### src/rtl/key_scan_ctrl.sv
// Four-key debounced scanner with press/release/long events.
// One shared debounce engine is time-multiplexed across keys by idx.
`timescale 1ns/1ps
module key_scan_ctrl #(
    parameter int unsigned SAMPLE_TIME = 4,
    parameter int unsigned LONG_TIME   = 16
) (
    input  logic       clk,
    input  logic       rst,
    input  logic [3:0] key_in,
    output logic [3:0] key_state,
    output logic       evt_valid,
    input  logic       evt_ready,
    output logic [1:0] evt_key,
    output logic [1:0] evt_type,
    output logic       overflow
);
    localparam logic [7:0]  CNT_MAX  = 8'(SAMPLE_TIME - 1);
    localparam logic [15:0] HOLD_MAX = 16'(LONG_TIME);
    localparam logic [1:0]  EV_PRESS = 2'b01;
    localparam logic [1:0]  EV_REL   = 2'b10;
    localparam logic [1:0]  EV_LONG  = 2'b11;

    typedef struct packed {
        logic [1:0] key;
        logic [1:0] kind;
    } evt_t;

    logic [3:0]  sync1_q, sync2_q;
    logic [1:0]  idx_q, idx_d;
    logic [7:0]  cnt_q [4];
    logic [7:0]  cnt_d [4];
    logic [15:0] hold_q [4];
    logic [15:0] hold_d [4];
    logic [3:0]  key_state_q, key_state_d;
    evt_t        fifo_q [4];
    evt_t        fifo_d [4];
    logic [1:0]  wr_ptr_q, wr_ptr_d, rd_ptr_q, rd_ptr_d;
    logic [2:0]  count_q, count_d;
    logic        overflow_q, overflow_d;

    logic        push, pop, full, accept;
    evt_t        push_evt, head;
    logic        cur_sync, cur_ks;
    logic [7:0]  cur_cnt;
    logic [15:0] cur_hold;

    always_comb begin
        idx_d       = idx_q + 2'd1;
        cnt_d       = cnt_q;
        hold_d      = hold_q;
        key_state_d = key_state_q;
        push        = 1'b0;
        push_evt    = '0;
        cur_sync    = sync2_q[idx_q];
        cur_ks      = key_state_q[idx_q];
        cur_cnt     = cnt_q[idx_q];
        cur_hold    = hold_q[idx_q];
        if (cur_sync != cur_ks && cur_cnt == CNT_MAX) begin
            key_state_d[idx_q] = cur_sync;
            cnt_d[idx_q]       = '0;
            hold_d[idx_q]      = '0;
            push               = 1'b1;
            push_evt.key       = idx_q;
            push_evt.kind      = cur_sync ? EV_PRESS : EV_REL;
        end else begin
            cnt_d[idx_q] = (cur_sync != cur_ks) ? cur_cnt + 8'd1 : 8'd0;
            if (!cur_ks) begin
                hold_d[idx_q] = '0;
            end else if (cur_hold != HOLD_MAX) begin
                hold_d[idx_q] = cur_hold + 16'd1;
                // LONG fires only on the visit that reaches the limit
                if (cur_hold + 16'd1 == HOLD_MAX) begin
                    push          = 1'b1;
                    push_evt.key  = idx_q;
                    push_evt.kind = EV_LONG;
                end
            end
        end
    end

    always_comb begin
        fifo_d     = fifo_q;
        wr_ptr_d   = wr_ptr_q;
        rd_ptr_d   = rd_ptr_q;
        pop        = (count_q != 3'd0) && evt_ready;
        full       = (count_q == 3'd4);
        accept     = push && (!full || pop);
        overflow_d = overflow_q | (push && full && !pop);
        if (accept) begin
            fifo_d[wr_ptr_q] = push_evt;
            wr_ptr_d         = wr_ptr_q + 2'd1;
        end
        if (pop) begin
            rd_ptr_d = rd_ptr_q + 2'd1;
        end
        count_d = count_q + {2'b00, accept} - {2'b00, pop};
    end

    always_ff @(posedge clk or posedge rst) begin
        if (rst) begin
            sync1_q     <= '0;
            sync2_q     <= '0;
            idx_q       <= '0;
            key_state_q <= '0;
            wr_ptr_q    <= '0;
            rd_ptr_q    <= '0;
            count_q     <= '0;
            overflow_q  <= 1'b0;
            for (int i = 0; i < 4; i++) begin
                cnt_q[i]  <= '0;
                hold_q[i] <= '0;
                fifo_q[i] <= '0;
            end
        end else begin
            sync1_q     <= key_in;
            sync2_q     <= sync1_q;
            idx_q       <= idx_d;
            key_state_q <= key_state_d;
            wr_ptr_q    <= wr_ptr_d;
            rd_ptr_q    <= rd_ptr_d;
            count_q     <= count_d;
            overflow_q  <= overflow_d;
            cnt_q       <= cnt_d;
            hold_q      <= hold_d;
            fifo_q      <= fifo_d;
        end
    end

    assign head      = fifo_q[rd_ptr_q];
    assign evt_valid = (count_q != 3'd0);
    assign evt_key   = evt_valid ? head.key : 2'b00;
    assign evt_type  = evt_valid ? head.kind : 2'b00;
    assign key_state = key_state_q;
    assign overflow  = overflow_q;
endmodule

### config.mk
export PLATFORM = sky130hd
export DESIGN_NAME = key_scan_ctrl
export DESIGN_NICKNAME = d
export VERILOG_FILES = /design/src/rtl/key_scan_ctrl.sv
export SDC_FILE = /design/constraint.sdc
export NUM_CORES = 1
export LEC_CHECK = 0
export BUFFER_PORTS_ARGS = -buffer_cell sky130_fd_sc_hd__buf_2
export CORE_MARGIN = 1
export CORE_UTILIZATION = 56
export CTS_BUF_LIST = sky130_fd_sc_hd__clkbuf_8 sky130_fd_sc_hd__clkbuf_16
export DETAILED_ROUTE_END_ITERATION = 12
export HOLD_SLACK_MARGIN = 0.08
export PLACE_DENSITY = 0.82
export SKIP_LAST_GASP = 1
export SLEW_MARGIN = 20
export SYNTH_ARGS = -nofsm -noshare
export SYNTH_HDL_FRONTEND = slang
export SYNTH_SLANG_ARGS = --single-unit
### constraint.sdc
create_clock -name clk -period 4 [get_ports clk]
set_clock_uncertainty 0.15 [all_clocks]
set_input_delay 0.2 -clock clk [delete_from_list [all_inputs] [get_ports clk]]
set_output_delay 0.2 -clock clk [all_outputs]
set_load 0.05 [all_outputs]
==> run_results.csv <==
group,metric,value,unit
outcome,run_status,"complete, no violations",
grt,antenna_found_initial,0,
critical_path,cp_num_buf_inv,1,
die,start_util,57.6,%
final_layout,nets,586,
grt,top_usage_layer,"met2",
critical_path,critical_path.cell_chain,"mux4_2, ha_1, nand2_2, nor4_4, xnor2_1, and3_2, a41o_1, nand2_1, ha_1, inv_1, ha_1, fa_1, xnor2_1",
yosys,yosys-top-cells-count,"dfrtp_1, nand2_1, o21ai_0, mux2_2, nor2_1",
final_layout,final_util,65.1,%
grt,globalRoute.totalOverflow,0,
sta,rsz0062_at_grt,"false",
yosys,syn-cell-area,6610,µm²
placement,gp_congestion,0.954,
final_layout,area_growth,12.9,%
critical_path,path_class,"reg -> reg",
critical_path,startpoint_type,"register",
pwr,peakVddDrop,0.537,mV
final_layout,antenna_cells,0,
yosys,async_flop_share,100,%
grt,grt_use_met1,32.6,%
die,core_area,11500,µm²
die,fp.dieArea,12200,µm²
detailed_routing,firstDrtPassIters,5,
yosys,netlist_instances,534,
yosys,yosysMostFrequentCell,"dfrtp_1",
sta,finalSetupTns,0,ns
detailed_routing,drtAntennaViolNets,0,
grt,gr-usage-met3,7.85,%
detailed_routing,drt_iter0_markers,414,
clock_network,clk_latency,0.42,ns
grt,grt_pass1_wl,24600,µm
sta,timing.fmax,0.265,GHz
sta,slew_violations,0,
critical_path,cp.required,4.15,ns
placement,port_buffers,16,
critical_path,path_max_fanout,11,
sta,finalCriticalPeriod,3.77,ns
clock_network,cts.sinks,134,
sta,worst_pin_slew,0.762,ns
detailed_routing,drt_wl_total,14600,µm
yosys,yosys.area.top_type,"dfrtp_1",
sta,finalHoldViolCount,0,
critical_path,crit_path_frequent_cell,"ha_1",
detailed_routing,wire_per_inst,20.4,µm
clock_network,htreeDepth,4,
sta,post-route-period-util,94.3,%
detailed_routing,vias,4539,
critical_path,critPathMaxStageDelay,0.58,ns
flow_run,max_cap_violations,0,
pwr,pwr_density_cell,516,nW/µm²
yosys,ys_seq_area_share,50.7,%
min_path,hp-class,"reg -> reg",
placement,dp_hpwl,9860,µm
die,die_x,111,µm
critical_path,endpoint_kind,"register",
critical_path,critPathArrivalTime,3.92,ns
yosys,netlist_top_cells_area,"dfrtp_1, mux4_2, mux2_2",
detailed_routing,drc,0,
die,chipHeight,111,µm
yosys,yosys.cell_types.count,54,
pwr,fin_total_pwr,0.00385,W
grt,grt_usage,26.1,%
clock_network,cts.reportedPaths.clkPinSlew,0.05,ns
yosys,avgSynthCellArea,12.4,µm²
yosys,yosys_warnings,0,
die,row_count,39,
clock_network,cts_buffers,17,
clock_network,clock_path_buffers,2,
final_layout,drive_gt1_share,26.8,%
critical_path,cpMaxStageDelayCell,"dfrtp_4",
grt,grt_pass1_vias,4925,
yosys,synth-seq-cells,134,
detailed_routing,viasPerCell,6.32,
pwr,leakagePower,3.37,nW
grt,grt_max_degree,56,
yosys,synth_edf_count,0,
clock_network,cts_tree,"done",
clock_network,cts-root-buf,"clkbuf_16",
die,ios,17,
sta,setup_violations,0,
yosys,synth-main-ff-cell,"dfrtp_1",
critical_path,cp_top_family,"adder cells",
grt,use_met2,41.2,%
yosys,synth_nets,555,
yosys,synth_top_area_share,50.7,%
sta,slew_headroom,49.1,%
registers in the layout, indices dropped and copies added, names as in the netlist:
name       cells
sync1_q        4
fifo_q        16
sync2_q        4
overflow       1
idx_q          2
wr_ptr_q       2
cnt_q         32
rd_ptr_q       2
count_q        3
key_state      4
hold_q        64
report_power, final:
| group | internal [W] | switching, W | leakage, nW |
|---|---|---|---|
| Combinational | 0.000293 | 0.000424 | 1.28 |
| Sequential | 0.00151 | 0.000117 | 1.81 |
| Clock | 0.000950 | 0.000562 | 0.277 |
cells by family (layout without fill, tap and decap cells):
family                     Yosys count  count (layout)  share of synthesized area (%)
and+or+nand+nor                    155             155                           11.8
DFF                                134             134                           50.7
AOI/OAI and AO/OA                   85              85                           8.97
muxes                               74              74                           18.3
buffers and inverters               44              85                           3.73
xor gates and xnor gates            28              28                           3.71
adders and majority gates           14              14                           2.76
routing by layer:
metal	vias to the layer above	part of all wire, %	routed length (µm)
li1	1970	-	-
met1	2305	40	5910
met2	228	50	7360
met3	36	7.1	1050
met4	0	2.2	325
met5	-	0	0
layout make-up:
type / instances / area, µm²
clock buffers: 20 / 467
flip-flops and latches: 134 / 3360
clock inverters: 9 / 105
repair buffers: 37 / 256
inverters: 19 / 73.8
fillers: 793 / 4000
well taps: 143 / 179
multi-input cells: 356 / 3030
per-stage QoR:
| step | cell area [µm²] | instances | hold WS [ns] | setup slack [ns] |
|---|---|---|---|---|
| 4_1_cts | 7440 | 718 | 0.198 | 0.167 |
| 3_3_place_gp | 6810 | 683 | 0.158 | 0.269 |
| 5_1_grt | 7460 | 718 | 0.210 | 0.00793 |
| 6_report | 7460 | 718 | 0.195 | 0.229 |
| 3_5_place_dp | 6810 | 683 | 0.160 | 0.204 |
| 2_1_floorplan | 6610 | 534 | 0.0814 | 0.0672 |
what timing repair did:
item | CTS | global route
buffers inserted | 0 | 0
hold buffers | 6 | 0
hold endpoints to repair | 58 | 0
setup endpoints to repair | 0 | 1
gates resized for setup | 0 | 5
layout by cell type (no fill, tap or decap), drive strengths merged, types with 3 or more instances in the layout:
cell	synthesis	layout
dfrtp	134	134
nand2	71	71
o21ai	48	48
mux2	42	42
nor2	35	35
buf	15	31
mux4	29	29
a22o	21	21
inv	19	20
clkbuf	9	20
xnor2	18	18
ha	13	13
nand3	11	11
xor2	10	10
nand4	8	8
o22a	8	8
and2	6	6
dlygate4sd3	0	6
nor3	5	5
nor4	5	5
mux2i	3	3
a32o	3	3
clkinvlp	0	3
clkinv	0	3
final timing paths:
check | slack [ns] | start | cells past startpoint | to
max | 0.23 | idx_q[0] | 13 | count_q[2]
min | 0.20 | sync1_q[2] | 0 | sync2_q[2]
max reg2reg | 0.23 | idx_q[0] | 13 | count_q[2]
min reg2reg | 0.20 | sync1_q[2] | 0 | sync2_q[2]
max in group asynchronous | 2.52 | rst | 4 | cnt_q[14]
min in group asynchronous | 0.28 | rst | 3 | wr_ptr_q[0]
worst register-to-register path, cell delays in order (launching register included):
cell and delay (ns):
dfrtp_4 0.58, mux4_2 0.47, ha_1 0.28, nand2_2 0.13, nor4_4 0.32, xnor2_1 0.21, and3_2 0.23, a41o_1 0.21
nand2_1 0.07, ha_1 0.27, inv_1 0.04, ha_1 0.18, fa_1 0.37, xnor2_1 0.14
No activity file was read; power rests on OpenSTA's default activity.
